### src/rtl/hh_gate_bank.sv
// hh_gate_bank: time-multiplexed forward-Euler update of NCH Hodgkin-Huxley gating variables.
// Optional sticky clamp flags (sat_flags port) when GATE_BANK_SAT_FLAGS_EN is defined.
module hh_gate_bank #(
  parameter int W = 16,
  parameter int FRAC = 10,
  parameter int NCH = 3,
  parameter logic [NCH*W-1:0] INIT = {16'd326, 16'd610, 16'd54},
  localparam int CW = NCH > 1 ? $clog2(NCH) : 1
) (
  input  logic              clk,
  input  logic              reset,
  input  logic              start,
  input  logic [W-1:0]      v_in,
  input  logic [W-1:0]      dt,
  output logic              rate_req,
  output logic [CW-1:0]     rate_ch,
  output logic [W-1:0]      rate_v,
  input  logic              rate_valid,
  input  logic [W-1:0]      alpha,
  input  logic [W-1:0]      beta,
  output logic              busy,
  output logic              done,
  output logic [NCH*W-1:0]  gate_x
`ifdef GATE_BANK_SAT_FLAGS_EN
  ,
  output logic [NCH-1:0]    sat_flags
`endif
);
  localparam int PW = 3*W+2;
  localparam logic [W-1:0] ONE = W'(1) << FRAC;
  localparam logic [CW-1:0] LAST = CW'(NCH-1);
  typedef enum logic [2:0] {IDLE, REQ, CALC, WB, DONE} state_t;
  state_t state, state_n;
  logic [CW-1:0] ch;
  logic [W-1:0] vq, dtq, aq, bq, x, xn;
  logic [2*W-1:0] a, b;
  logic signed [2*W:0] diff, d1;
  logic signed [PW-1:0] d1e, dte, xe, prod, sum;
  logic lo, hi;
  assign x    = gate_x[ch*W +: W];
  assign a    = {{W{1'b0}}, aq} * {{W{1'b0}}, ONE - x};
  assign b    = {{W{1'b0}}, bq} * {{W{1'b0}}, x};
  assign diff = $signed({1'b0, a}) - $signed({1'b0, b});
  assign d1   = diff >>> FRAC;
  // Widen everything to PW so the dt product and the final add cannot overflow.
  assign d1e  = {{(W+1){d1[2*W]}}, d1};
  assign dte  = {{(2*W+2){1'b0}}, dtq};
  assign xe   = {{(2*W+2){1'b0}}, x};
  assign prod = d1e * dte;
  assign sum  = xe + (prod >>> FRAC);
  assign lo   = sum[PW-1];
  assign hi   = !lo && (sum > $signed({{(PW-W){1'b0}}, ONE}));
  assign xn   = lo ? '0 : hi ? ONE : sum[W-1:0];
  assign rate_req = state == REQ;
  assign rate_ch  = ch;
  assign rate_v   = vq;
  assign busy     = state != IDLE;
  assign done     = state == DONE;
  always_comb begin
    state_n = state;
    unique case (state)
      IDLE:    state_n = start ? REQ : IDLE;
      REQ:     state_n = rate_valid ? CALC : REQ;
      CALC:    state_n = WB;
      WB:      state_n = ch == LAST ? DONE : REQ;
      DONE:    state_n = IDLE;
      default: state_n = IDLE;
    endcase
  end
  always_ff @(posedge clk or posedge reset) begin
    if (reset) begin
      state  <= IDLE;
      ch     <= '0;
      vq     <= '0;
      dtq    <= '0;
      aq     <= '0;
      bq     <= '0;
      gate_x <= INIT;
`ifdef GATE_BANK_SAT_FLAGS_EN
      sat_flags <= '0;
`endif
    end else begin
      state <= state_n;
      if (state == IDLE && start) begin
        vq  <= v_in;
        dtq <= dt;
        ch  <= '0;
`ifdef GATE_BANK_SAT_FLAGS_EN
        sat_flags <= '0;
`endif
      end
      if (state == REQ && rate_valid) begin
        aq <= alpha;
        bq <= beta;
      end
      if (state == WB) begin
        gate_x[ch*W +: W] <= xn;
        ch <= ch == LAST ? '0 : ch + 1'b1;
`ifdef GATE_BANK_SAT_FLAGS_EN
        if (lo || hi) sat_flags[ch] <= 1'b1;
`endif
      end
    end
  end
endmodule

### config.mk
export PLATFORM = sky130hd
export DESIGN_NAME = hh_gate_bank
export DESIGN_NICKNAME = d
export VERILOG_FILES = /design/src/rtl/hh_gate_bank.sv
export SDC_FILE = /design/constraint.sdc
export NUM_CORES = 2
export LEC_CHECK = 0
export ABC_AREA = 1
export BUFFER_PORTS_ARGS = -buffer_cell sky130_fd_sc_hd__buf_2
export CORE_MARGIN = 2
export CORE_UTILIZATION = 55
export DETAILED_ROUTE_END_ITERATION = 16
export GPL_TIMING_DRIVEN = 0
export PLACE_DENSITY_LB_ADDON = 0.3
export SLEW_MARGIN = 20
export SYNTH_ARGS = -nofsm -noshare
export SYNTH_HDL_FRONTEND = slang
export SYNTH_SLANG_ARGS = --single-unit
### constraint.sdc
create_clock -name clk -period 20.3 [get_ports clk]
set_input_delay 0 -clock clk [delete_from_list [all_inputs] [get_ports clk]]
set_output_delay 0 -clock clk [all_outputs]
set_load 0.01 [all_outputs]
==> results.cfg <==
[route]
drt_pre_antenna_iters = 6
ant_nets = 0
wl_per_cell_um = 19.5
via_count = 31991
route.detailed.drc = 0
drtIter0Drc = 2955
wl_um = 114000
viasPerCell = 5.45

[floorplanning]
ioPinCount = 137
die_x_um = 266
initial_core_util_pct = 55.3
dieHeight_um = 266
dieArea_mm2 = 0.0708
coreArea_mm2 = 0.0683
rows = 96

[finish]
fin_nets = 6166
multi_input_area_mm2 = 0.0296
stdcell_area_mm2 = 0.0409
drive_gt1_share_pct = 6.96
n_fill_cell = 6222
seqCellArea_mm2 = 0.00294
utilization_pct = 59.8
syn2layout_area_growth_pct = 8.27

[timing]
worst-slew-pin-transition_ps = 1230
fin_skew_ps = 29.0
setup_tns_ps = 0
fmax_mhz = 51.9
period_share_pct = 94.8
drv_slew = 0
setup_viol = 0
finalCriticalPeriod_ps = 19250
timing.hold.ws_ps = 70.1
slew_headroom_pct = 17.4
rsz0062_at_grt = no
final-hold-violation-count = 0

[logic_synthesis]
syn_inst = 4753
synth-edff-count = 0
syn_area_mm2 = 0.0378
synth_common_cells = inv_1 (1205), fa_1 (806), nand2_1 (741)
yosys-top-cells-area = fa_1 (43%), inv_1 (12%), ha_1 (11%), nand2_1 (7.4%), nor2_1 (7.2%)
postSynthAreaPerCell_um2 = 7.95
synth_cell_type_count = 51
ys_warn_count = 0
syn_nets = 5944
yosysTopAreaCellShare_pct = 42.7
ys.flop_type = dfrtp_1
synth-seq-cells = 117
async_reset_ff_share_pct = 100
synth_most_common_cell = inv_1
yosysSeqAreaShare_pct = 7.79
yosysTopAreaCell = fa_1

[cts]
cts-root-buf = clkbuf_16
path_clk_slew_ps = 90
clock-sinks = 117
htreeDepth = 4
cts_buffers = 17
clockBufferDepth = 2
clk_latency_ps = 500
cts_tree = yes
post_cts_buffers = 0

[critical_path]
reg2reg_depth = 78
critical-path-slowest-cell = fa_1
crit_arrival_ps = 19670
worstPathRequired_ps = 20710
end_kind = flop
path_class = flop to flop
cp_top_family = adder cells
critical_path_depth = 78
slowest_delay_ps = 660
start_kind = flop
path_common_cell = fa_1
crit_buf_inv = 19
cp_max_fo = 10

[global_routing]
antenna_found_initial = 2
grt_max_degree = 83
grtUsageTotal_pct = 33.9
grt.overflow.total = 0
grt_pass1_wl_um = 182000
grt_pass1_vias = 32764

[run_status]
status = finished, final reports clean

[worst_hold_path]
hold_class = input port to asynchronous set/reset pin

[placement]
place_congestion = 0.987
dpl.hpwl_um = 96300
placed_cell_area_mm2 = 0.0396
numPortBuffers = 136

[run]
max_cap_violations = 0
layer usage:
metal	vias up	GRT usage [%]	part of all wire, %	wire (um)
li1	14269	-	-	-
met1	15773	45.2	39	44400
met2	1605	53.3	46	52400
met3	342	6.74	9.8	11200
met4	2	16.7	5.5	6340
met5	-	0	0.011	13
worst register-to-register path, delay by kind of cell (launching register included):
kind,cells,cell delay [ps]
simple gates,30,3710
compound gates,9,2350
xor+xnor,2,760
buf+inv,19,3450
fa+ha+maj,18,8500
flops,1,430
metrics by stage:
stage | setup WS (ps) | instances
after global placement | 208 | 5771
after detailed placement | 691 | 5772
after CTS | 621 | 5870
after floorplan | 4910 | 4753
final | 1050 | 5871
after global routing | 45.8 | 5870
cell usage in the layout (no fill, tap or decap), types with 41 or more instances in the layout:
| cell | netlist | layout |
|---|---|---|
| a21oi_1 | 135 | 135 |
| buf_2 | 14 | 150 |
| clkbuf_1 | 106 | 106 |
| dfrtp_1 | 105 | 105 |
| dlygate4sd3_1 | 0 | 66 |
| fa_1 | 806 | 806 |
| ha_1 | 317 | 317 |
| inv_1 | 1205 | 1204 |
| nand2_1 | 741 | 741 |
| nand3_1 | 153 | 153 |
| nor2_1 | 728 | 728 |
| o21ai_0 | 76 | 75 |
| or2_2 | 41 | 41 |
what timing repair did:
| item | 4_1_cts | 5_1_grt |
|---|---|---|
| hold buffers | 66 | 0 |
| hold endpoints to repair | 170 | 0 |
| resized for setup | 0 | 7 |
| setup endpoints to repair | 0 | 33 |
layout make-up:
type | instances | area share [%]
multi-input combinational | 3243 | 72.4
antenna | 1 | 0.00612
inverter | 1254 | 11.5
clock buffer | 17 | 1.04
clock inverter | 15 | 0.382
buffer | 139 | 1.41
tap | 882 | 2.70
sequential | 117 | 7.20
timing repair buffer | 203 | 3.35
cell families (layout without fill, tap and decap cells):
group,after synthesis,in the layout,share of synthesized area [%]
other cells,0,1,0
mux,16,16,0.477
simple gates,1789,1789,19.5
buf+inv,1393,1628,14.0
fa+ha+maj,1123,1123,53.2
compound gates,254,254,3.58
xor+xnor,61,61,1.43
flops,117,117,7.79
flip-flops by register name, indices dropped and copies added, names as in the netlist:
signal	cells
gate_x	48
aq	16
dtq	16
rate_ch	2
bq	16
rate_v	16
state	3
path summary, 6_finish.rpt:
kind                             from          to  slack, ps
hold reg to reg            gate_x[25]  gate_x[25]        480
max in group asynchronous       reset  gate_x[22]      19450
hold / removal                  reset      aq[10]         70
min in group clk              v_in[9]   rate_v[9]        270
setup reg to reg           rate_ch[1]  gate_x[19]       1050
setup / recovery           rate_ch[1]  gate_x[19]       1050
Power is not shown: default switching activity piles up to over one toggle a cycle in this logic, so the estimate is an artifact.
